File: src/rtl/drift_update_scheduler.sv
// Shared epoch timer, LFSR and round-robin force arbiter that sequences the
// per-oscillator drift random walks with one-hot, staggered update strobes.
module drift_update_scheduler #(
    parameter int          NUM_CH    = 4,
    parameter int          PERIOD    = 800,
    parameter logic [15:0] LFSR_SEED = 16'hC3A7
) (
    input  logic              clk,
    input  logic              rst,
    input  logic              clk_en,
    input  logic              freeze,
    input  logic [NUM_CH-1:0] ch_enable,
    input  logic [NUM_CH-1:0] force_req,
    output logic [NUM_CH-1:0] upd_stb,
    output logic [2:0]        upd_ch,
    output logic [7:0]        upd_rand,
    output logic              busy,
    output logic [15:0]       epoch_count,
    output logic              overrun
);
    localparam logic [15:0] SEED  = (LFSR_SEED == 16'h0) ? 16'hACE1 : LFSR_SEED;
    localparam logic [21:0] TLAST = 22'(PERIOD - 1);
    localparam logic [2:0]  LAST  = 3'(NUM_CH - 1);
    localparam logic [NUM_CH-1:0] ONE = {{(NUM_CH-1){1'b0}}, 1'b1};

    typedef enum logic [1:0] {IDLE, SEQ, FORCE} state_t;

    state_t              state_q, state_d;
    logic [21:0]         timer_q, timer_d;
    logic                pend_q, pend_d;
    logic                ovr_q, ovr_d;
    logic [NUM_CH-1:0]   fpend_q, fpend_d;
    logic [2:0]          rr_q, rr_d;
    logic [2:0]          ptr_q, ptr_d;
    logic [15:0]         lfsr_q, lfsr_d;
    logic [NUM_CH-1:0]   stb_q, stb_d;
    logic [2:0]          ch_q, ch_d;
    logic [7:0]          rand_q, rand_d;
    logic [15:0]         ec_q, ec_d;

    logic                tick, wrap, seq_done, found;
    logic [2:0]          gnt;
    logic [NUM_CH-1:0]   clr;
    logic [7:0]          en_ext;
    logic [2*NUM_CH-1:0] rot;
    logic [15:0]         lfsr_nxt;

    assign tick     = clk_en && !freeze;
    assign wrap     = tick && (timer_q == TLAST);
    assign en_ext   = 8'(ch_enable);
    // x^16+x^14+x^13+x^11+1, shifting left with feedback into bit 0
    assign lfsr_nxt = {lfsr_q[14:0], lfsr_q[15] ^ lfsr_q[13] ^ lfsr_q[12] ^ lfsr_q[10]};

    // Rotate pending forces so bit 0 corresponds to rr_ptr, then take the first set bit.
    always_comb begin
        rot   = {fpend_q, fpend_q} >> rr_q;
        found = 1'b0;
        gnt   = 3'd0;
        for (int i = 0; i < NUM_CH; i++) begin
            if (!found && rot[i]) begin
                found = 1'b1;
                gnt   = 3'((int'(rr_q) + i) % NUM_CH);
            end
        end
    end

    always_comb begin
        state_d  = state_q;
        ptr_d    = ptr_q;
        rr_d     = rr_q;
        lfsr_d   = lfsr_q;
        stb_d    = '0;
        ch_d     = ch_q;
        rand_d   = rand_q;
        ec_d     = ec_q;
        seq_done = 1'b0;
        clr      = '0;
        timer_d  = timer_q;
        if (tick) timer_d = wrap ? 22'd0 : timer_q + 22'd1;

        case (state_q)
            IDLE: begin
                // A wrap in this cycle starts SEQ immediately so channel k strobes at T+2+k.
                if ((pend_q || wrap) && !freeze) begin
                    state_d = SEQ;
                    ptr_d   = 3'd0;
                end else if (|fpend_q && !freeze) begin
                    state_d = FORCE;
                end
            end
            SEQ: begin
                if (en_ext[ptr_q]) begin
                    stb_d  = ONE << ptr_q;
                    ch_d   = ptr_q;
                    rand_d = lfsr_q[7:0];
                    lfsr_d = lfsr_nxt;
                    clr    = ONE << ptr_q;
                end
                if (ptr_q == LAST) begin
                    seq_done = 1'b1;
                    ec_d     = ec_q + 16'd1;
                    state_d  = IDLE;
                end else begin
                    ptr_d = ptr_q + 3'd1;
                end
            end
            FORCE: begin
                if (found) begin
                    clr = ONE << gnt;
                    if (en_ext[gnt]) begin
                        stb_d  = ONE << gnt;
                        ch_d   = gnt;
                        rand_d = lfsr_q[7:0];
                        lfsr_d = lfsr_nxt;
                    end
                    rr_d = (gnt == LAST) ? 3'd0 : gnt + 3'd1;
                end
                state_d = IDLE;
            end
            default: state_d = IDLE;
        endcase

        pend_d = pend_q;
        if (seq_done) pend_d = 1'b0;
        if (wrap && !pend_q) pend_d = 1'b1;
        ovr_d   = ovr_q | (wrap & pend_q);
        // A request arriving in the cycle its bit is served re-arms it.
        fpend_d = (fpend_q & ~clr) | force_req;
    end

    always_ff @(posedge clk or posedge rst) begin
        if (rst) begin
            state_q <= IDLE;
            timer_q <= '0;
            pend_q  <= 1'b0;
            ovr_q   <= 1'b0;
            fpend_q <= '0;
            rr_q    <= '0;
            ptr_q   <= '0;
            lfsr_q  <= SEED;
            stb_q   <= '0;
            ch_q    <= '0;
            rand_q  <= '0;
            ec_q    <= '0;
        end else begin
            state_q <= state_d;
            timer_q <= timer_d;
            pend_q  <= pend_d;
            ovr_q   <= ovr_d;
            fpend_q <= fpend_d;
            rr_q    <= rr_d;
            ptr_q   <= ptr_d;
            lfsr_q  <= lfsr_d;
            stb_q   <= stb_d;
            ch_q    <= ch_d;
            rand_q  <= rand_d;
            ec_q    <= ec_d;
        end
    end

    assign upd_stb     = stb_q;
    assign upd_ch      = ch_q;
    assign upd_rand    = rand_q;
    assign busy        = (state_q != IDLE);
    assign epoch_count = ec_q;
    assign overrun     = ovr_q;
endmodule

File: config.mk
export PLATFORM = sky130hd
export DESIGN_NAME = drift_update_scheduler
export DESIGN_NICKNAME = d
export VERILOG_FILES = /design/src/rtl/drift_update_scheduler.sv
export SDC_FILE = /design/constraint.sdc
export NUM_CORES = 1
export LEC_CHECK = 0
export ABC_CLOCK_PERIOD_IN_PS = 2680
export BUFFER_PORTS_ARGS = -buffer_cell sky130_fd_sc_hd__clkbuf_2
export CORE_UTILIZATION = 55
export CTS_BUF_LIST = sky130_fd_sc_hd__clkbuf_4 sky130_fd_sc_hd__clkbuf_8
export DETAILED_ROUTE_END_ITERATION = 12
export PLACE_DENSITY = 0.75
export SYNTH_ARGS = -nofsm -noshare
export SYNTH_HDL_FRONTEND = slang
export SYNTH_SLANG_ARGS = --single-unit
File: constraint.sdc
create_clock -name clk -period 2.68 [get_ports clk]
set_input_delay 0.402 -clock clk [delete_from_list [all_inputs] [get_ports clk]]
set_output_delay 0.402 -clock clk [all_outputs]
set_load 0.02 [all_outputs]
# Yosys cells after proc, flatten, opt, wreduce, memory -nomap -nowiden
# Cells that the tools add are included.
# totals
reg_bits,83
input_bits,12
out_inout_bits,33
word_cells,118
# op_classes
addsub,7
n_lt_le_gt_ge,2
eq_ne,12
shift,3
n_mux,43
n_bitwise,11
n_reduce_logical,28
# ops
op,n
2-to-1 mux 16 bit,3
case mux 16 bit (2 select lines),1
2-to-1 mux 3 bit,9
2-to-1 mux 8 bit,3
adder 22 x 1 -> 22 bit (second input constant),1
equality test 22 x 10 -> 1 bit (second input constant),1
2-to-1 mux 22 bit,1
adder 16 x 1 -> 16 bit (second input constant),1
2-to-1 mux 4 bit,4
case mux 4 bit (2 select lines),2
case mux 8 bit (2 select lines),1
!= test 2 bit (second input constant),6
case mux 3 bit (2 select lines),2
2-to-1 mux 1 bit,10
logical AND 1 bit,8
< comparator 3 x 4 -> 1 bit (second input constant),2
2-to-1 mux 2 bit,4
nonzero test 2 bit,4
<< shifter 1 x 3 -> 4 bit (first input constant),2
right shift 8 x 3 -> 4 bit,1
adder 3 x 1 -> 3 bit (second input constant),2
binary-select mux 1 bit (select 3 bit),2
equality test 3 x 2 -> 1 bit (second input constant),2
AND reduction 2 bit,3
other kinds (20),31

# Longest topological paths before layout
# Gate-level depths: netlist of the first run.
# logic_depth
depth_word,17
depth_mapped,9
ltp_nobuf,8

# Worst setup path before layout of the first run
# OpenSTA, ideal clock, no wires.
# synth_path
kind,reg-to-reg
start,register state_q[1]
end,register lfsr_q[15]
arrival_time_ps,1880
t_required_ps,2599
slack_ps,719
stages_incl_launch_ff,9
path_buffers,2
cell_sequence,dfrtp_1 inv_1 ha_1 o211ai_1 o22ai_1 buf_2 buf_1 nand3_1 o211ai_1
# synth_via
elab_chain_cells,3
elab_cells_between_ends,8
cone_classes,eq/ne (5); mux (1); reduce/logical (2)
# synth_lines
element,line,rtl
"start, declared",28,"state_t state_q, state_d;"
"start signal, assigned",146,state_q <= state_d;
equality test 2 bit or equality test 2 x 1 -> 1 bit (tied branches),81,case (state_q)
!= test 2 bit (no line) or nonzero test 2 bit (tied branches),--,
AND reduction 4 bit (no line),--,
"end signal, assigned",153,lfsr_q <= lfsr_d;
"end, declared",35,"logic [15:0] lfsr_q, lfsr_d;"
# Parallel ways exist; a longest one is shown, timed or not.
# A chain may end at the register's enable or synchronous reset.

# Worst setup path in the final report of the first run
# layout_path
start,register rr_q[1]
end,"register ch_q[2], in the netlist upd_ch[2]"
# layout_via
elab_chain_cells,15
elab_cells_between_ends,32
cone_classes,add/sub (3); eq/ne (2); shift (1); mux (13); bitwise (3); reduce/logical (10)
# layout_lines
element,line,rtl
"start, declared",33,"logic [2:0] rr_q, rr_d;"
"start signal, assigned",151,rr_q <= rr_d;
right shift 8 x 3 -> 4 bit,56,"rot = {fpend_q, fpend_q} >> rr_q;"
2-to-1 mux 1 bit,60,if (!found && rot[i]) begin
zero test 1 bit,60,
logical AND 1 bit,60,
2-to-1 mux 1 bit,60,
zero test 1 bit,60,
logical AND 1 bit,60,
2-to-1 mux 1 bit,60,
zero test 1 bit,60,
logical AND 1 bit,60,
2-to-1 mux 3 bit,60,
binary-select mux 1 bit (select 3 bit),110,if (en_ext[gnt]) begin
2-to-1 mux 1 bit (not written as such),110,
!= test 2 bit (no line),--,
AND reduction 4 bit (no line),--,
"end signal, assigned",155,ch_q <= ch_d;
"end, declared",37,"logic [2:0] ch_q, ch_d;"
# Parallel ways exist; a longest one is shown, timed or not. The select of a mux whose other input is x is not followed.

==> summary.md, run 1 <==
| Metric | Value |
|---|---|
| Status | `complete, no violations` |
| CTS H-Tree Depth | `3` |
| FF+latch count, synth | `79` |
| Placed cell area | `4835 µm²` |
| RSZ-0062 raised after global routing | `no` |
| Total power | `5132 µW` |
| Final HPWL DP | `6895 µm` |
| Layout fillers | `645` |
| Startpoint types | `flip-flop` |
| Antenna violations before repair | `0` |
| Die H | `91.82 µm` |
| GPL Wtd Cong | `0.8670` |
| Area grow syn2layout | `13.65%` |
| Sequential share of power | `35.8%` |
| Syn Std Cell Area | `4437 µm²` |
| # rows | `32` |
| Num CTS Buffers | `9` |
| Syn Inst Count | `466` |
| Utilization after layout | `64.92%` |
| Switching part of the total | `41.90%` |
| Core area | `7767 µm²` |
| Comb power frac | `46.3%` |
| Skew final | `0.01388 ns` |
| Clock transition at path regs | `0.09 ns` |
| Initial Util | `57.12%` |
| Ys Warns | `0` |
| Post-CTS Setup Repair Bufs | `0` |
| GRT Total Usage | `25.45%` |
| Commonest non-fill, non-tap cell in the layout | `dfrtp_1` |
| Largest family of logic cells by synthesized area | `simple AND/OR/NAND/NOR gates` |
| Total number of vias | `3731` |
| Max Root-Sink Buffers | `2` |
| Met1 WL | `4669 µm` |
| Crit path DAT | `2.57 ns` |
| Fin crit share | `85.46%` |
| Worst Hold Class | `input pin to async pin` |
| Clk pwr share | `17.9%` |
| First-pass GRT wire length | `17050 µm` |
| CP Class | `flip-flop to flip-flop` |
| Worst Tran Pin Value | `0.6804 ns` |
| Synth async-reset ratio | `100.0%` |
| Sequential cell area fraction in the yosys report | `44.81%` |
| Met2 wire length | `4508 µm` |
| Pin count of the biggest net entering global routing | `43` |
| Cell count of the worst reg-to-reg path | `7` |
| Top sig layer | `met4` |
| Die area | `8430 µm²` |
| Critical path peak fanout | `16` |
| PortBufs | `44` |
| Drt first pass iters | `5` |
| Synth Area in Adders | `3.948%` |
| Post-synthesis mux area share | `1.918%` |
| Clk root buf | `clkbuf_8` |
| Avg WL per Cell | `16.01 µm` |
| Commonest register cell after synthesis | `dfrtp_1` |
| Syn nets | `492` |
| CTS resizes | `0` |
| Synth Area in XOR/XNOR | `7.304%` |
| Period minus WS final | `2.290 ns` |
| Sw Pwr | `2151 µW` |
| Fin nets | `540` |
| Clk_lat worst skew | `0.35 ns` |
| Final number of max-transition violations | `0` |
| Most frequent cells in the layout | `dfrtp_1, nand3_1, clkbuf_2, nand2_1, xnor2_1` |
| VDD IR-drop max | `0.9310 mV` |
| Met3 routed WL | `587 µm` |
| FMAX | `436.6 MHz` |
| Hold buffers post-CTS | `0` |
| Post-route ant nets | `0` |
| Layout cells sized above 1 | `20.42%` |
| Power Density | `1018 nW/µm²` |
| Yosys cell types | `56` |
| Overflow after GRT | `0` |
| Setup slack, reg-to-reg | `0.39 ns` |
| DR iter-0 viols | `234` |
| DRC Markers | `0` |
| Mean Syn Cell Area | `9.521 µm²` |
| Crit. End Element | `flip-flop` |
| Req. time, crit path | `2.96 ns` |
| # clock sinks | `79` |
| EDFF count, synth | `0` |
| Pleak | `0.002244 µW` |
| Setup Total Neg Slack | `0 ns` |
| Internal Power | `2982 µW` |
| Final wirelength | `9940 µm` |
| Vias in the first global route | `3631` |
| Avg Vias per Cell | `6.008` |
| Slew HR | `54.58%` |
| Simple-gate share of the synthesized area | `22.90%` |
| Compound-Gate Fraction of Synth Area | `15.23%` |
| Die Wd | `91.82 µm` |
| Max Cap Viol | `0` |
| Ant diodes | `0` |
| Final hold vios | `0` |
| CTS tree | `yes` |
| Fin area | `5042 µm²` |
| Io pins | `45` |
| Final setup viols | `0` |
-- critical path, stage by stage, from the launching register on --
cell and delay, ns:
dfrtp_1 0.46, mux2i_1 0.27, o22ai_1 0.13, nor2_1 0.21, inv_1 0.14, a211o_1 0.44, nand2_2 0.33, o221a_2 0.26
-- state kept, by name (all words and copies together) (netlist names) --
name / flops
timer_q: 22
overrun: 1
ptr_q: 3
rr_q: 2
fpend_q: 4
state_q: 2
upd_ch: 3
pend_q: 1
epoch_count: 16
upd_stb: 4
lfsr_q: 16
upd_rand: 5
-- per-layer routing --
metal | track usage (%) | vias to the layer above
met5 | 0 | -
met4 | 9.896 | 0
met3 | 5.390 | 17
met2 | 39.16 | 131
met1 | 35.32 | 1797
li1 | - | 1786
-- synth_stat cells, types with 9 or more instances --
master / n / area, µm²
dfrtp_1: 70 / 1752
nand3_1: 64 / 320.3
nand2_1: 41 / 153.9
xnor2_1: 31 / 271.5
and3_1: 24 / 150.1
o211ai_1: 21 / 157.7
nor2_1: 19 / 71.32
o21ai_0: 17 / 85.08
ha_1: 14 / 175.2
inv_1: 14 / 52.55
clkbuf_1: 13 / 48.80
and2_1: 11 / 68.82
a221oi_1: 10 / 87.58
a21oi_1: 9 / 45.04
dfstp_2: 9 / 236.5
nand4_1: 9 / 56.30
-- path summary, 6_finish.rpt --
kind / end / from
max in group asynchronous: lfsr_q[1] / rst
hold / removal: epoch_count[8] / rst
setup / recovery: upd_ch[2] / rr_q[1]
min in group clk: fpend_q[0] / force_req[0]
hold reg to reg: overrun / overrun
setup reg to reg: upd_ch[2] / rr_q[1]
-- per-stage QoR --
step / hold WS (ns) / setup slack (ns) / std cells
6_report: 0.1046 / 0.3896 / 621
3_5_place_dp: 0.4579 / 0.4341 / 605
5_1_grt: 0.1482 / 0.1659 / 621
2_1_floorplan: 0.4475 / 0.2695 / 466
4_1_cts: 0.1203 / 0.3951 / 621
3_3_place_gp: 0.4519 / 0.4957 / 605
-- power by group through the flow --
| stage | clock (µW) | combinational (µW) | sequential (µW) |
|---|---|---|---|
| after floorplan | 0 | 1730 | 1830 |
| after global routing | 981 | 2640 | 1880 |
| after CTS | 939 | 2360 | 1830 |
| final | 917 | 2380 | 1840 |
| after detailed placement | 0 | 2360 | 1850 |
| after global placement | 0 | 2290 | 1830 |
-- area by class of cell --
type | instances | area (µm²) | share of cell area (%)
tap | 102 | 127.6 | 2.531
inverter | 15 | 57.56 | 1.141
multi-input combinational | 347 | 2293 | 45.48
sequential | 79 | 1988 | 39.43
clock buffer | 11 | 151.4 | 3.002
clock inverter | 5 | 56.30 | 1.117
timing repair buffer | 62 | 367.9 | 7.295
-- kinds of logic (layout without fill, tap and decap cells) --
group	count (synthesis)	in the layout
buffers and inverters	40	93
DFF	79	79
adders and majority gates	14	14
muxes	8	8
AOI/OAI and AO/OA	92	92
xor gates and xnor gates	37	37
and+or+nand+nor	196	196
Note: power is estimated with default switching activity, not from simulation.
==> inputs of run 2 (changes only) <==
--- a/config.mk
+++ b/config.mk
@@ -5,6 +5,7 @@
 export SDC_FILE = /design/constraint.sdc
 export NUM_CORES = 1
 export LEC_CHECK = 0
+export ABC_AREA = 1
 export ABC_CLOCK_PERIOD_IN_PS = 2680
 export BUFFER_PORTS_ARGS = -buffer_cell sky130_fd_sc_hd__clkbuf_2
 export CORE_UTILIZATION = 55
==> run 2 against run 1 <==
Total power down 24%. Final cell count up 6.3%. Clock power up 8.3%. Worst setup slack worse by 0.0097 ns. Highest routed layer unchanged. Fmax down 0.42%. Worst hold slack better by 0.044 ns.
==> summary.md, run 2 <==
| Metric | Value |
|---|---|
| Status | `complete, no violations` |
| Setup slack, reg-to-reg | `0.38 ns (about the same)` |
| RSZ-0062 raised after global routing | `no` |
| Worst Tran Pin Value | `0.7386 ns (+0.05817 ns)` |
| Power Density | `809.6 nW/µm² (-20%)` |
| DR iter-0 viols | `175 (-25%)` |
| Core area | `7370 µm² (-5.1%)` |
| Synth async-reset ratio | `100.0% (unchanged)` |
| Syn nets | `534 (+8.5%)` |
| GPL Wtd Cong | `0.9063 (+4.5%)` |
| R2R Path Start | `rr_q[0]` |
| PortBufs | `44 (unchanged)` |
| Die Wd | `90.14 µm (-1.8%)` |
| Syn Std Cell Area | `4273 µm² (-3.7%)` |
| Req. time, crit path | `2.92 ns (-0.04 ns)` |
| Layout fillers | `654 (+1.4%)` |
| Crit. End Element | `flip-flop` |
| Most frequent cell after synthesis | `nand2_1` |
| Syn Inst Count | `508 (+9.0%)` |
| Initial Util | `57.98% (+0.86 points)` |
| Clk_lat worst skew | `0.35 ns (about the same)` |
| EDFF count, synth | `0 (unchanged)` |
| Top reg by flops | `timer_q` |
| Worst R2R End | `lfsr_q[11]` |
| Slew HR | `50.69% (-3.9 points)` |
| Critical path peak fanout | `23 (+7)` |
| Simple-gate share of the synthesized area | `28.26% (+5.4 points)` |
| Mean Syn Cell Area | `8.411 µm² (-12%)` |
| Layout cells sized above 1 | `18.00% (-2.4 points)` |
| Pin count of the biggest net entering global routing | `46 (+7.0%)` |
| Area grow syn2layout | `12.09%` |
| FF+latch count, synth | `79 (unchanged)` |
| Die H | `90.14 µm (-1.8%)` |
| Sequential cell area fraction in the yosys report | `46.53% (+1.7 points)` |
| Avg Vias per Cell | `5.267 (-12%)` |
| Ys Warns | `0 (unchanged)` |
| Setup Total Neg Slack | `0 ns (unchanged)` |
| DRC Markers | `0 (unchanged)` |
| GRT Total Usage | `22.39% (-3.1 points)` |
| Worst Hold Class | `input pin to async pin` |
| Startpoint types | `flip-flop` |
| VDD IR-drop max | `0.4227 mV (-55%)` |
| CTS H-Tree Depth | `3 (unchanged)` |
| Post-synthesis mux area share | `0% (-1.9 points)` |
| Final number of max-transition violations | `0 (unchanged)` |
| FMAX | `434.8 MHz (-0.42%)` |
| Overflow after GRT | `0 (unchanged)` |
| CTS tree | `yes` |
| Commonest register cell after synthesis | `dfrtp_1` |
| Area contributors post-synth | `dfrtp_1, nand2_1, nand3_1` |
| CP max stage cell | `dfrtp_1` |
| Pleak | `0.002630 µW (+17%)` |
| Skew final | `0.01119 ns (-0.002690 ns)` |
| Synth cell count leaders | `nand2_1, nand3_1, dfrtp_1` |
| Crit-path cells | `inv_8 > nand2_2 > nand2_1 > nand2_1 > nand2_2 > nor2_4 > nand3_1 > nand2_1 > nand2_2 > nand2_1 > nand3_2 > nand3_1 > nand2_1` |
| Hold buffers post-CTS | `0 (unchanged)` |
| # rows | `31 (-3.1%)` |
| Synth Area in XOR/XNOR | `5.944% (-1.4 points)` |
| Vias in the first global route | `3371 (-7.2%)` |
| Final wirelength | `8367 µm (-16%)` |
| Most frequent cells in the layout | `nand2_1, nand3_1, dfrtp_1, inv_1, clkbuf_2` |
| Crit path DAT | `2.54 ns (-0.03 ns)` |
| Worst setup margin | `0.3799 ns (-0.009690 ns)` |
| Fin crit share | `85.82% (+0.36 points)` |
| CP Class | `flip-flop to flip-flop` |
| Num CTS Buffers | `9 (unchanged)` |
| CTS resizes | `0 (unchanged)` |
| Max Cap Viol | `0 (unchanged)` |
| Io pins | `45 (unchanged)` |
| First-pass GRT wire length | `14900 µm (-13%)` |
| Leading area contributor after synthesis | `dfrtp_1` |
| Pre-CTS setup slack | `0.3886 ns (-0.04545 ns)` |
| Final HPWL DP | `6115 µm (-11%)` |
| Die area | `8125 µm² (-3.6%)` |
| # clock sinks | `79 (unchanged)` |
| Drt first pass iters | `5 (unchanged)` |
| Largest family of logic cells by synthesized area | `simple AND/OR/NAND/NOR gates` |
| Cell count of the worst reg-to-reg path | `13 (+6)` |
| Final setup viols | `0 (unchanged)` |
| Cell mode on critical path | `nand2_1` |
| Fin nets | `582 (+7.8%)` |
| Critical path's largest stage delay | `0.59 ns (+0.13 ns)` |
| Total number of vias | `3476 (-6.8%)` |
| Avg WL per Cell | `12.68 µm (-21%)` |
| Post-route ant nets | `0 (unchanged)` |
| Synth Area in Adders | `4.100% (+0.15 points)` |
| Area fraction of the dominant cell type after synthesis | `41.00% (+1.5 points)` |
| Post-CTS Setup Repair Bufs | `0 (unchanged)` |
| Max Root-Sink Buffers | `2 (unchanged)` |
| Ant diodes | `0 (unchanged)` |
| Max reg flops | `22 (unchanged)` |
| Utilization after layout | `64.99% (+0.075 points)` |
| Yosys cell types | `40 (-29%)` |
| Commonest non-fill, non-tap cell in the layout | `nand2_1` |
| Clock transition at path regs | `0.09 ns (about the same)` |
| Period minus WS final | `2.300 ns (+0.009690 ns)` |
| Compound-Gate Fraction of Synth Area | `6.618% (-8.6 points)` |
| Clk root buf | `clkbuf_8` |
| Antenna violations before repair | `0 (unchanged)` |
| Final hold vios | `0 (unchanged)` |
## run 2: changes by cell type in the layout (fill, tap and decap cells not counted), sizes merged, moves of 10 or more
cell,before,now
and3,25,2
buf,18,4
o211ai,21,0
xor2,6,22
inv,13,70
nand3,64,78
nand2,42,128
and2,12,0
a21oi,9,19
a221oi,10,0
xnor2,31,7
nor3,6,18
## run 2: final cells by class
| type | count | area (µm²) | share of cell area (%) |
|---|---|---|---|
| Clock buffer | 10 | 131.4 | 2.743 |
| Clock inverter | 6 | 93.84 | 1.959 |
| Inverter | 70 | 270.3 | 5.643 |
| Multi-Input combinational cell | 348 | 1919 | 40.07 |
| Sequential cell | 79 | 1988 | 41.51 |
| Tap cell | 99 | 123.9 | 2.586 |
| Timing Repair Buffer | 48 | 262.8 | 5.486 |
## run 2: layer usage
layer  wire length (µm)  track usage (%)
met1               3811            28.47
met2               4094            38.36
met3                312            3.807
met4                148            8.199
met5                  0                0
## run 2: logic make-up after synthesis
kind of cell               after synthesis
buffers and inverters                   81
DFF                                     79
and+or+nand+nor                        257
xor gates and xnor gates                29
AOI/OAI and AO/OA                       48
adders and majority gates               14
## run 2: worst max-delay path: cells and delay by family (launching register included)
family,cells,cell delay [ns]
and+or+nand+nor,12,1.51
DFF,1,0.59
buffers and inverters,1,0.08
## run 2: per-stage QoR
| step | hold slack [ns] | total power (µW) | instance area [µm²] | cells |
|---|---|---|---|---|
| after CTS | 0.1710 | 3895 | 4790 | 660 |
| after global routing | 0.2086 | 4151 | 4790 | 660 |
| final | 0.1484 | 3878 | 4790 | 660 |
| after global placement | 0.4637 | 2853 | 4564 | 644 |
| after floorplan | 0.4596 | 2693 | 4273 | 508 |
| after detailed placement | 0.4738 | 2898 | 4564 | 644 |
## run 2: how the worst max path moves through the flow
stage | depth (start not counted) | to | slack, ns | start
CTS | 10 | epoch_count[14] | 0.37 | ptr_q[0]
global placement | 10 | epoch_count[12] | 0.47 | ptr_q[0]
detailed placement | 10 | epoch_count[14] | 0.39 | ptr_q[0]
global route | 10 | epoch_count[14] | 0.12 | ptr_q[0]
floorplan | 1 | epoch_count[0] | 0.27 | rst
finish | 13 | lfsr_q[11] | 0.38 | rr_q[0]
## run 2: power breakdown
part	switching [µW]	internal [µW]
Clock	451	541
Combinational	1050	435
Sequential	118	1290
Total	1610	2260
